File: src/rtl/ram_access_arbiter_if.sv
// Bundle of the CPU, loader and RAM-side signals around the RAM access arbiter.
// The slave modport is the arbiter's view; the master modport is the requester/RAM side.
interface ram_access_arbiter_if #(
  parameter int ADDR_W = 8
);
  logic              cpu_req;
  logic              cpu_rw;
  logic [1:0]        cpu_size;
  logic [ADDR_W-1:0] cpu_addr;
  logic [31:0]       cpu_wdata;
  logic [31:0]       cpu_rdata;
  logic              cpu_mfc;

  logic              ldr_req;
  logic              ldr_rw;
  logic [ADDR_W-1:0] ldr_addr;
  logic [7:0]        ldr_wdata;
  logic [7:0]        ldr_rdata;
  logic              ldr_ack;

  logic              ram_en;
  logic              ram_we;
  logic [ADDR_W-1:0] ram_addr;
  logic [7:0]        ram_wdata;
  logic [7:0]        ram_rdata;

  logic              busy;
  logic              grant_ldr;

  modport slave (
    input  cpu_req, cpu_rw, cpu_size, cpu_addr, cpu_wdata,
    output cpu_rdata, cpu_mfc,
    input  ldr_req, ldr_rw, ldr_addr, ldr_wdata,
    output ldr_rdata, ldr_ack,
    output ram_en, ram_we, ram_addr, ram_wdata,
    input  ram_rdata,
    output busy, grant_ldr
  );

  modport master (
    output cpu_req, cpu_rw, cpu_size, cpu_addr, cpu_wdata,
    input  cpu_rdata, cpu_mfc,
    output ldr_req, ldr_rw, ldr_addr, ldr_wdata,
    input  ldr_rdata, ldr_ack,
    input  ram_en, ram_we, ram_addr, ram_wdata,
    output ram_rdata,
    input  busy, grant_ldr
  );
endinterface

File: src/rtl/ram_access_arbiter.sv
// Shares one byte-wide RAM port between the CPU (byte/half/word, big-endian beats, MFC)
// and the loader/debug port (single bytes), with round-robin arbitration on ties.
module ram_access_arbiter #(
  parameter int ADDR_W  = 8,
  parameter int RAM_LAT = 1
) (
  input logic                  Clock,
  input logic                  Clear,
  ram_access_arbiter_if.slave  bus
);

  localparam int WCNT_W = (RAM_LAT > 1) ? $clog2(RAM_LAT) : 1;

  typedef enum logic [1:0] {
    IDLE,
    BEAT,
    WAIT,
    DONE
  } state_t;

  state_t            state, state_nx;

  logic              owner_ldr;
  logic              last_ldr;
  logic              rw_q;
  logic [ADDR_W-1:0] base_q;
  logic [1:0]        beat_q;
  logic [1:0]        last_beat_q;
  logic [31:0]       wsh_q;
  logic [31:0]       acc_q;
  logic [WCNT_W-1:0] wcnt_q;
  logic [31:0]       cpu_rdata_q;
  logic [7:0]        ldr_rdata_q;

  logic              any_req;
  logic              pick_ldr;
  logic              beat_last;
  logic              wait_last;

  assign any_req   = bus.cpu_req || bus.ldr_req;
  // Loader wins unless the CPU is also asking and the loader owned the previous access.
  assign pick_ldr  = bus.ldr_req && (!bus.cpu_req || !last_ldr);
  assign beat_last = (beat_q == last_beat_q);
  assign wait_last = (wcnt_q == WCNT_W'(RAM_LAT - 1));

  always_ff @(posedge Clock or posedge Clear) begin
    if (Clear) begin
      state <= IDLE;
    end else begin
      state <= state_nx;
    end
  end

  always_comb begin
    state_nx      = state;
    bus.ram_en    = 1'b0;
    bus.ram_we    = 1'b0;
    bus.ram_addr  = '0;
    bus.ram_wdata = '0;
    bus.cpu_mfc   = 1'b0;
    bus.ldr_ack   = 1'b0;
    case (state)
      IDLE: begin
        if (any_req) begin
          state_nx = BEAT;
        end
      end
      BEAT: begin
        bus.ram_en    = 1'b1;
        bus.ram_we    = !rw_q;
        bus.ram_addr  = base_q + ADDR_W'(beat_q);
        bus.ram_wdata = wsh_q[31:24];
        if (rw_q) begin
          state_nx = WAIT;
        end else if (beat_last) begin
          state_nx = DONE;
        end else begin
          state_nx = BEAT;
        end
      end
      WAIT: begin
        if (wait_last) begin
          state_nx = beat_last ? DONE : BEAT;
        end
      end
      DONE: begin
        bus.cpu_mfc = !owner_ldr;
        bus.ldr_ack = owner_ldr;
        state_nx    = IDLE;
      end
      default: state_nx = IDLE;
    endcase
  end

  assign bus.busy      = (state != IDLE);
  assign bus.grant_ldr = owner_ldr && (state != IDLE);
  assign bus.cpu_rdata = cpu_rdata_q;
  assign bus.ldr_rdata = ldr_rdata_q;

  always_ff @(posedge Clock or posedge Clear) begin
    if (Clear) begin
      owner_ldr   <= 1'b0;
      last_ldr    <= 1'b0;
      rw_q        <= 1'b0;
      base_q      <= '0;
      beat_q      <= '0;
      last_beat_q <= '0;
      wsh_q       <= '0;
      acc_q       <= '0;
      wcnt_q      <= '0;
      cpu_rdata_q <= '0;
      ldr_rdata_q <= '0;
    end else begin
      case (state)
        IDLE: begin
          if (any_req) begin
            owner_ldr <= pick_ldr;
            beat_q    <= '0;
            acc_q     <= '0;
            wcnt_q    <= '0;
            if (pick_ldr) begin
              rw_q        <= bus.ldr_rw;
              base_q      <= bus.ldr_addr;
              last_beat_q <= 2'd0;
              wsh_q       <= {bus.ldr_wdata, 24'h0};
            end else begin
              rw_q   <= bus.cpu_rw;
              base_q <= bus.cpu_addr;
              // Write data is left-justified so every beat takes the top byte.
              case (bus.cpu_size)
                2'b00: begin
                  last_beat_q <= 2'd0;
                  wsh_q       <= {bus.cpu_wdata[7:0], 24'h0};
                end
                2'b01: begin
                  last_beat_q <= 2'd1;
                  wsh_q       <= {bus.cpu_wdata[15:0], 16'h0};
                end
                default: begin
                  last_beat_q <= 2'd3;
                  wsh_q       <= bus.cpu_wdata;
                end
              endcase
            end
          end
        end
        BEAT: begin
          if (!rw_q) begin
            wsh_q  <= {wsh_q[23:0], 8'h0};
            beat_q <= beat_q + 2'd1;
          end else begin
            wcnt_q <= '0;
          end
        end
        WAIT: begin
          if (wait_last) begin
            acc_q  <= {acc_q[23:0], bus.ram_rdata};
            beat_q <= beat_q + 2'd1;
          end else begin
            wcnt_q <= wcnt_q + WCNT_W'(1);
          end
        end
        DONE: begin
          last_ldr <= owner_ldr;
          if (rw_q) begin
            if (owner_ldr) begin
              ldr_rdata_q <= acc_q[7:0];
            end else begin
              cpu_rdata_q <= acc_q;
            end
          end
        end
        default: begin
        end
      endcase
    end
  end

endmodule
File: src/flat_wrapper.sv
// flat-port wrapper written by rule: the top's interface ports become plain ports
module ram_access_arbiter_flat 
#(
  parameter int ADDR_W  = 8,
  parameter int RAM_LAT = 1
)
  (Clock, Clear, bus_cpu_req, bus_cpu_rw, bus_cpu_size, bus_cpu_addr, bus_cpu_wdata, bus_cpu_rdata, bus_cpu_mfc, bus_ldr_req, bus_ldr_rw, bus_ldr_addr, bus_ldr_wdata, bus_ldr_rdata, bus_ldr_ack, bus_ram_en, bus_ram_we, bus_ram_addr, bus_ram_wdata, bus_ram_rdata, bus_busy, bus_grant_ldr);
  ram_access_arbiter_if #(.ADDR_W(ADDR_W)) bus_i ();
  input logic Clock;
  input logic Clear;
  input wire logic [$bits(bus_i.cpu_req)-1:0] bus_cpu_req;
  input wire logic [$bits(bus_i.cpu_rw)-1:0] bus_cpu_rw;
  input wire logic [$bits(bus_i.cpu_size)-1:0] bus_cpu_size;
  input wire logic [$bits(bus_i.cpu_addr)-1:0] bus_cpu_addr;
  input wire logic [$bits(bus_i.cpu_wdata)-1:0] bus_cpu_wdata;
  output wire logic [$bits(bus_i.cpu_rdata)-1:0] bus_cpu_rdata;
  output wire logic [$bits(bus_i.cpu_mfc)-1:0] bus_cpu_mfc;
  input wire logic [$bits(bus_i.ldr_req)-1:0] bus_ldr_req;
  input wire logic [$bits(bus_i.ldr_rw)-1:0] bus_ldr_rw;
  input wire logic [$bits(bus_i.ldr_addr)-1:0] bus_ldr_addr;
  input wire logic [$bits(bus_i.ldr_wdata)-1:0] bus_ldr_wdata;
  output wire logic [$bits(bus_i.ldr_rdata)-1:0] bus_ldr_rdata;
  output wire logic [$bits(bus_i.ldr_ack)-1:0] bus_ldr_ack;
  output wire logic [$bits(bus_i.ram_en)-1:0] bus_ram_en;
  output wire logic [$bits(bus_i.ram_we)-1:0] bus_ram_we;
  output wire logic [$bits(bus_i.ram_addr)-1:0] bus_ram_addr;
  output wire logic [$bits(bus_i.ram_wdata)-1:0] bus_ram_wdata;
  input wire logic [$bits(bus_i.ram_rdata)-1:0] bus_ram_rdata;
  output wire logic [$bits(bus_i.busy)-1:0] bus_busy;
  output wire logic [$bits(bus_i.grant_ldr)-1:0] bus_grant_ldr;
  assign bus_i.cpu_req = bus_cpu_req;
  assign bus_i.cpu_rw = bus_cpu_rw;
  assign bus_i.cpu_size = bus_cpu_size;
  assign bus_i.cpu_addr = bus_cpu_addr;
  assign bus_i.cpu_wdata = bus_cpu_wdata;
  assign bus_cpu_rdata = bus_i.cpu_rdata;
  assign bus_cpu_mfc = bus_i.cpu_mfc;
  assign bus_i.ldr_req = bus_ldr_req;
  assign bus_i.ldr_rw = bus_ldr_rw;
  assign bus_i.ldr_addr = bus_ldr_addr;
  assign bus_i.ldr_wdata = bus_ldr_wdata;
  assign bus_ldr_rdata = bus_i.ldr_rdata;
  assign bus_ldr_ack = bus_i.ldr_ack;
  assign bus_ram_en = bus_i.ram_en;
  assign bus_ram_we = bus_i.ram_we;
  assign bus_ram_addr = bus_i.ram_addr;
  assign bus_ram_wdata = bus_i.ram_wdata;
  assign bus_i.ram_rdata = bus_ram_rdata;
  assign bus_busy = bus_i.busy;
  assign bus_grant_ldr = bus_i.grant_ldr;
  ram_access_arbiter #(.ADDR_W(ADDR_W), .RAM_LAT(RAM_LAT)) u_core (.Clock(Clock), .Clear(Clear), .bus(bus_i));
endmodule
File: config.mk
export PLATFORM = sky130hd
export DESIGN_NAME = ram_access_arbiter_flat
export DESIGN_NICKNAME = d
export VERILOG_FILES = /design/src/rtl/ram_access_arbiter_if.sv /design/src/rtl/ram_access_arbiter.sv /design/src/flat_wrapper.sv
export SDC_FILE = /design/constraint.sdc
export NUM_CORES = 1
export LEC_CHECK = 0
export BUFFER_PORTS_ARGS = -buffer_cell sky130_fd_sc_hd__clkbuf_2
export CAP_MARGIN = 10
export CORE_ASPECT_RATIO = 1.25
export CORE_MARGIN = 4
export CORE_UTILIZATION = 54
export CTS_CLUSTER_DIAMETER = 40
export DETAILED_ROUTE_END_ITERATION = 10
export GPL_ROUTABILITY_DRIVEN = 1
export HOLD_SLACK_MARGIN = 0.08
export PLACE_DENSITY = 0.89
export SLEW_MARGIN = 5
export SYNTH_ARGS = -nofsm -noshare
export SYNTH_HDL_FRONTEND = slang
export SYNTH_SLANG_ARGS = --single-unit
File: constraint.sdc
create_clock -name Clock -period 3.6 [get_ports Clock]
set_input_delay 0 -clock Clock [delete_from_list [all_inputs] [get_ports Clock]]
set_output_delay 0 -clock Clock [all_outputs]
set_load 0.01 [all_outputs]
Yosys cells after proc, flatten, opt, wreduce, memory -nomap -nowiden
Index checks and enable logic that the tools add are counted.

storage, ports and cells
  word-level logic and storage cells = 78
  register bits after elaboration = 122

cells by class
  multiplexer cells = 31
  bitwise operators = 1
  eq/ne operators = 9
  add/subtract/negate cells = 3
  reductions and logical operators = 22

operator list
  operator             count
  $pmux 32 s2          3
  $mux 32              5
  $mux 8               3
  $mux 2               8
  $reduce_and 3->1     5
  $add 8x2->8          1
  $mux 1               8
  $pmux 2 s4           1
  $pmux 2 s3           1
  $reduce_bool 2->1    3
  $eq 2x1->1 const B   2
  $eq 2x2->1 const B   2
  $logic_not 1->1      4
  $logic_not 2->1      2
  $ne 2x1->1 const B   2
  $ne 2x2->1 const B   2
  $pmux 2 s2           1
  $reduce_and 2->1     2
  $reduce_and 4->1     1
  $pmux 1 s3           1
  $reduce_bool 3->1    1
  $add 2x1->2 const B  1
  $eq 2x2->1           1
  $logic_and 1x1->1    2
  other kinds (3)      4

Longest topological paths before layout
Gate-level depths: netlist of the first run.

  word-level depth = 6
  gate-level depth with buffers = 8
  mapped depth without buffers = 5

Worst setup path before layout of the first run
OpenSTA, ideal clock, no wires.

  kind = register -> register
  start point = reg u_core.state[1]
  end point = reg u_core.wsh_q[10]
  cell stages (with the launch flop) = 9
  data arrival time = 1.885 ns
  setup time = 0.126 ns
  setup slack = 1.589 ns
  path through = dfrtp_1 -> inv_1 -> ha_1 -> buf_4 -> nor2_2 -> or3_1 -> buf_2 -> buf_6 -> a221o_1

on the way
  longest elaborated chain between the ends = 3
  elaborated cells on any way between the ends = 7

ends and longest elaborated chain
  item                                           line                       source
  start, declared                                ram_access_arbiter.sv:21   state_t state, state_nx;
  start signal, assigned                         ram_access_arbiter.sv:50   state <= state_nx;
  $eq 2x1->1 or $logic_not 2->1 (tied branches)  ram_access_arbiter.sv:114  case (state)
  $ne 2x2->1 (no line) (tied with other cells)   -
  $reduce_and 3->1 (no line)                     -
  end signal, assigned                           ram_access_arbiter.sv:125  wsh_q <= {bus.ldr_wdata, 24'h0};
  end signal, assigned                           ram_access_arbiter.sv:133  wsh_q <= {bus.cpu_wdata[7:0], 24'h0};
  end signal, assigned                           ram_access_arbiter.sv:137  wsh_q <= {bus.cpu_wdata[15:0], 16'h0};
  end, declared                                  ram_access_arbiter.sv:29   logic [31:0] wsh_q;

Several ways; a longest one is shown, not always the timed one.
A chain may end at the register's enable or synchronous reset.

Worst setup path after layout of the first run
  start point = reg u_core.state[1]
  end point = reg u_core.wsh_q[31]

The elaborated chain is that of the path after synthesis.

==> impl_metrics.csv, run 1 <==
group,metric,value,unit
layout,multi_input_area,2300,µm²
pwr,p_leak,3.80,nW
route,drc_errors,0,
sta,finalCriticalPeriod,3.23,ns
global_routing,grt_pass1_vias,5118,
route,vias,4915,
route,initialDrtViolationCount,431,
place,dp_cells,699,
yosys,synth_edf_count,0,
floorplanning,rows,41,
clock_network,cts-htree-levels,4,
route,ant_nets,0,
run,drv_cap,0,
yosys,synth_ff_type,"dfrtp_1",
clock_network,numCtsBuffers,17,
critical_path,critPathKind,"flip-flop to flip-flop",
layout,drive_above_1_share,35.0,%
place,port_buffers,133,
layout,stdcell_count,797,
critical_path,critPathTopFamily,"simple AND/OR/NAND/NOR gates",
layout,num-nets-final,736,
global_routing,grt_max_degree,85,
outcome,status,"finished clean",
place,hpwlAfterDp,9.55,mm
floorplanning,die_h,122,µm
critical_path,cp-end-kind,"flip-flop",
route,routed_wirelength,16.6,mm
layout,fillCellCount,609,
pwr,irDropWorstVdd,0.484,mV
critical_path,cp.buffers_inverters,3,
clock_network,clk_latency,0.41,ns
floorplanning,initial_core_util,55.2,%
route,via_per_inst,6.17,
layout,synthToLayoutAreaGrowth,36.9,%
sta,fmax,310,MHz
sta,maxSlewViolCount,0,
sta,skew,0.00904,ns
sta,hold_viol,0,
floorplanning,coreArea,10100,µm²
layout,fin_area,7640,µm²
critical_path,required,3.94,ns
layout,regArea,3030,µm²
critical_path,critPathArrivalTime,3.57,ns
yosys,synth_fp_nets,543,
place,place_congestion,0.923,
sta,max_slew_margin,27.1,%
critical_path,start_kind,"flip-flop",
pwr,p_per_area,754,nW/µm²
global_routing,grt_pass1_wl,26.3,mm
sta,setup_tns,0,ns
critical_path,crit_chain,"inv_1 > ha_1 > and2_1 > or3_1 > buf_12 > a221oi_1 > dlygate4sd3_1",
layout,final_common_cell,"clkbuf_2",
critical_path,cp_max_fo,20,
critical_path,cpMaxStageDelayCell,"or3_1",
sta,setup_viol,0,
sta,timing_worst_slew_pin_value,1.09,ns
global_routing,grt_usage,28.4,%
yosys,netlist_instances,462,
sta,rsz0062_at_grt,"false",
clock_network,cts_tree,"built",
route,wl_per_cell,20.9,µm
worst_hold_path,hp-class,"input pin to flip-flop",
layout,final_cell_mix,"clkbuf_2 (133), dfrtp_1 (121), dlygate4sd3_1 (66)",
clock_network,cts_buffer_depth,2,
yosys,post_synth.cell_area_avg,12.1,µm²
global_routing,grt_overflow_total,0,
clock_network,cts_root_buf,"clkbuf_16",
sta,timing.final.crit_share,89.7,%
critical_path,cpPeakStageDelay,0.65,ns
clock_network,cts_sinks,121,
sta,worst_hold_slack,0.132,ns
floorplanning,fp.dieW,98.9,µm
yosys,ys_ff_latch,121,
pwr,power,5.76,mW
floorplanning,die_area,12000,µm²
route,dr.pass1.iters,5,
place,post_dp_cell_area,6350,µm²
clock_network,clk_transition_reported_paths,0.06,ns
layout,num_antenna_cells,0,
global_routing,grt_antenna_before_repair,0,
clock_network,postCtsSetupRepairBufs,0,
yosys,netlist_area,5580,µm²
yosys,ys_seq_area_share,54.2,%
yosys,yosys_warnings,0,
floorplanning,io_pins,134,
yosys,synthArstFlopShare,100,%
yosys,synthDistinctLibCells,42,
## layout make-up
class | count | share of cell area [%]
sequential | 121 | 39.6
multi-input combinational | 281 | 30.1
timing repair buffer | 211 | 18.7
clock buffer | 18 | 5.75
clock inverter | 14 | 2.54
tap | 129 | 2.11
inverter | 23 | 1.16
## path summary, 6_finish.rpt
kind | start | to | slack (ns) | cells after the start
worst max-delay path | u_core.state[1] | u_core.wsh_q[31] | 0.37 | 7
worst min-delay path | bus_cpu_size[1] | u_core.last_beat_q[1] | 0.13 | 3
worst max register to register | u_core.state[1] | u_core.wsh_q[31] | 0.37 | 7
worst min register to register | u_core.wsh_q[3] | u_core.wsh_q[3] | 0.50 | 1
max in group asynchronous | Clear | u_core.acc_q[20] | 2.34 | 4
min in group asynchronous | Clear | u_core.bus.cpu_rdata[17] | 0.37 | 3
## stage by stage
| step | utilization [%] | setup slack (ns) |
|---|---|---|
| 3_3_place_gp | 62.8 | 1.08 |
| 6_report | 75.6 | 0.369 |
| 3_5_place_dp | 62.8 | 0.965 |
| 4_1_cts | 75.6 | 0.507 |
| 5_1_grt | 75.6 | 0.261 |
| 2_1_floorplan | - | 0.386 |
## kinds of logic after synthesis
logic type	Yosys count	share of synthesized area (%)
AO/OA/AOI/OAI	130	18.2
flip-flops	121	54.2
AND/OR/NAND/NOR	79	8.29
buffers and inverters	60	4.77
multiplexers	59	11.7
adder cells (fa/ha/maj)	9	2.15
XOR/XNOR	4	0.628
## synth_stat cells, types with 5 or more instances
cell	count	area, µm²
nor4_1	9	56.3
ha_1	8	100
a21oi_1	6	30.0
nor4b_1	8	70.1
nand2_1	19	71.3
nor2_1	11	41.3
a22o_1	40	350
a211oi_1	8	60.1
a32oi_1	8	70.1
buf_2	15	75.1
o21ai_0	19	95.1
mux2i_1	10	100
o221ai_1	8	70.1
and2_1	5	31.3
clkbuf_1	14	52.6
o31ai_1	11	82.6
dfrtp_1	121	3030
o211ai_1	8	60.1
a221o_1	8	80.1
mux2_2	49	552
nand2b_1	10	62.6
a221oi_1	8	70.1
inv_1	23	86.3
## repair_timing
action                                  CTS  global route
endpoints found under the setup margin    0             0
resized for setup                         0             0
endpoints found under the hold margin   131             0
hold buffers                             66             0
## per-layer routing
| metal | up-vias | track usage (%) | part of all wire, % |
|---|---|---|---|
| met5 | - | 0 | 0 |
| met4 | 0 | 16.7 | 5.1 |
| met3 | 78 | 6.82 | 8.7 |
| met2 | 351 | 48.6 | 51 |
| met1 | 2359 | 32.3 | 35 |
| li1 | 2127 | - | - |
## registers in the layout (all words and copies together), names as in the netlist
register / flops
u_core.acc_q: 32
u_core.base_q: 8
u_core.beat_q: 2
u_core.bus.cpu_rdata: 32
u_core.bus.ldr_rdata: 8
u_core.last_beat_q: 2
u_core.last_ldr: 1
u_core.owner_ldr: 1
u_core.rw_q: 1
u_core.state: 2
u_core.wsh_q: 32
## worst reg2reg max path: stages, from the launching register on
cell           delay (ns)
dfrtp_1              0.44
inv_1                0.11
ha_1                 0.40
and2_1               0.40
or3_1                0.66
buf_12               0.27
a221oi_1             0.30
dlygate4sd3_1        0.59
## where the power goes
group	internal (mW)	switching, mW	total, mW
clock network	1.18	0.623	1.80
logic	0.838	1.13	1.97
registers	1.68	0.306	1.99
total	3.70	2.06	5.76
Power figures use the tool's default switching activity.
==> run 2, diff against run 1 <==
==> constraint.sdc (replaced) <==
create_clock -name Clock -period 3.6 [get_ports Clock]
set_input_delay 0.36 -clock Clock [delete_from_list [all_inputs] [get_ports Clock]]
set_output_delay 0.36 -clock Clock [all_outputs]
set_load 0.01 [all_outputs]
==> impl_metrics.csv, run 2 (synthesis gave the netlist of run 1 again) <==
group,metric,value,unit
route,ant_nets,0,
place,post_dp_cell_area,6310,µm²
clock_network,numCtsBuffers,17,
layout,num-nets-final,668,
floorplanning,die_h,122,µm
global_routing,grt_usage,23.6,%
clock_network,cts_tree,"built",
floorplanning,rows,41,
place,place_congestion,0.881,
critical_path,crit_chain,"inv_1 > ha_1 > inv_1 > a21oi_1 > clkbuf_2",
critical_path,cpPeakStageDelay,0.58,ns
clock_network,cts_buffer_depth,2,
layout,final_cell_mix,"clkbuf_2 (133), dfrtp_1 (121), mux2_2 (49)",
critical_path,critPathKind,"flip-flop to primary output",
layout,drive_above_1_share,38.7,%
route,vias,4471,
place,dp_slack,1.15,ns
place,port_buffers,133,
global_routing,grt_pass1_wl,22.6,mm
global_routing,grt_antenna_before_repair,0,
clock_network,postCtsHoldBufs,0,
critical_path,r2r-start,"u_core.state[1]",
route,dr.pass1.iters,5,
sta,max_slew_margin,34.3,%
sta,timing.final.crit_share,80.5,%
sta,fmax,345,MHz
route,initialDrtViolationCount,299,
layout,final_common_cell,"clkbuf_2",
global_routing,grt_overflow_total,0,
global_routing,grt_pass1_vias,4564,
sta,setup_tns,0,ns
layout,num_antenna_cells,0,
place,hpwlAfterDp,9.50,mm
route,via_per_inst,6.13,
floorplanning,initial_core_util,55.2,%
critical_path,cp_max_fo,29,
critical_path,reg2reg_to,"u_core.wsh_q[17]",
floorplanning,coreArea,10100,µm²
pwr,irDropWorstVdd,0.574,mV
clock_network,cts_root_buf,"clkbuf_16",
clock_network,cts_resized,0,
sta,finalWorstSetupSlack,0.702,ns
route,wl_per_cell,19.3,µm
sta,finalCriticalPeriod,2.90,ns
sta,maxSlewViolCount,0,
critical_path,critPathArrivalTime,2.54,ns
run,drv_cap,0,
pwr,p_leak,3.51,nW
critical_path,ff2ff_setup_slack,1.01,ns
sta,timing_worst_slew_pin_value,0.985,ns
outcome,status,"finished clean",
layout,fin_area,6950,µm²
critical_path,crit_top_cell,"inv_1",
sta,skew,0.00862,ns
critical_path,r2r.worst_path.cells,6,
clock_network,postCtsSetupRepairBufs,0,
clock_network,clk_latency,0.41,ns
clock_network,cts_sinks,121,
sta,rsz0062_at_grt,"false",
critical_path,cp-end-kind,"primary output",
critical_path,cp.buffers_inverters,3,
pwr,p_per_area,776,nW/µm²
global_routing,grt_max_degree,78,
clock_network,cts-htree-levels,4,
sta,hold_viol,0,
critical_path,start_kind,"flip-flop",
place,dp_cells,696,
route,routed_wirelength,14.1,mm
clock_network,clk_transition_reported_paths,0.06,ns
layout,fillCellCount,705,
critical_path,required,3.24,ns
layout,synthToLayoutAreaGrowth,24.4,%
layout,stdcell_count,729,
sta,setup_viol,0,
worst_hold_path,hp-class,"input pin to asynchronous set/reset pin",
floorplanning,io_pins,134,
floorplanning,die_area,12000,µm²
critical_path,critPathTopFamily,"buffers and inverters",
critical_path,cpMaxStageDelayCell,"inv_1",
route,drc_errors,0,
floorplanning,fp.dieW,98.9,µm
-- run 2: final cells by class --
| cell class | instances | area [µm²] | area share (%) |
|---|---|---|---|
| Clock buffer | 19 | 453 | 6.52 |
| Multi-Input combinational cell | 281 | 2300 | 33.1 |
| Inverter | 23 | 88.8 | 1.28 |
| Clock inverter | 13 | 166 | 2.40 |
| Tap cell | 129 | 161 | 2.32 |
| Timing Repair Buffer | 143 | 748 | 10.8 |
| Sequential cell | 121 | 3030 | 43.6 |
-- run 2: metrics by stage --
stage	util [%]	hold slack [ns]	total power, mW
final	68.7	0.162	5.39
after global routing	68.7	0.163	5.69
after CTS	68.6	0.162	5.38
after detailed placement	62.4	0.485	3.61
after global placement	62.4	0.480	3.52
after floorplan	-	0.454	3.10
-- run 2: routing by layer --
metal	part of all wire [%]	wire length [µm]	track usage [%]
met4	2.2	314	8.03
met3	7.7	1080	6.59
met1	40	5620	30.0
met2	50	7050	39.1
met5	0	0	0
-- run 2: worst max path at each step --
| stage | depth (start not counted) | slack, ns | from | to |
|---|---|---|---|---|
| 2_1_floorplan | 1 | 0.03 | Clear | u_core.acc_q[0] |
| 3_3_place_gp | 6 | 1.30 | u_core.state[1] | u_core.wsh_q[14] |
| 5_1_grt | 5 | 0.58 | u_core.state[1] | bus_ram_addr[2] |
| 6_report | 5 | 0.70 | u_core.state[1] | bus_ram_addr[5] |
| 3_5_place_dp | 6 | 1.15 | u_core.state[1] | u_core.wsh_q[16] |
| 4_1_cts | 5 | 0.76 | u_core.state[1] | bus_ram_addr[6] |
-- run 2: power breakdown --
part	internal (mW)	switching, mW	total, mW
clock	1.13	0.624	1.75
sequential	1.68	0.280	1.96
combinational	0.655	1.02	1.68
total	3.46	1.92	5.39
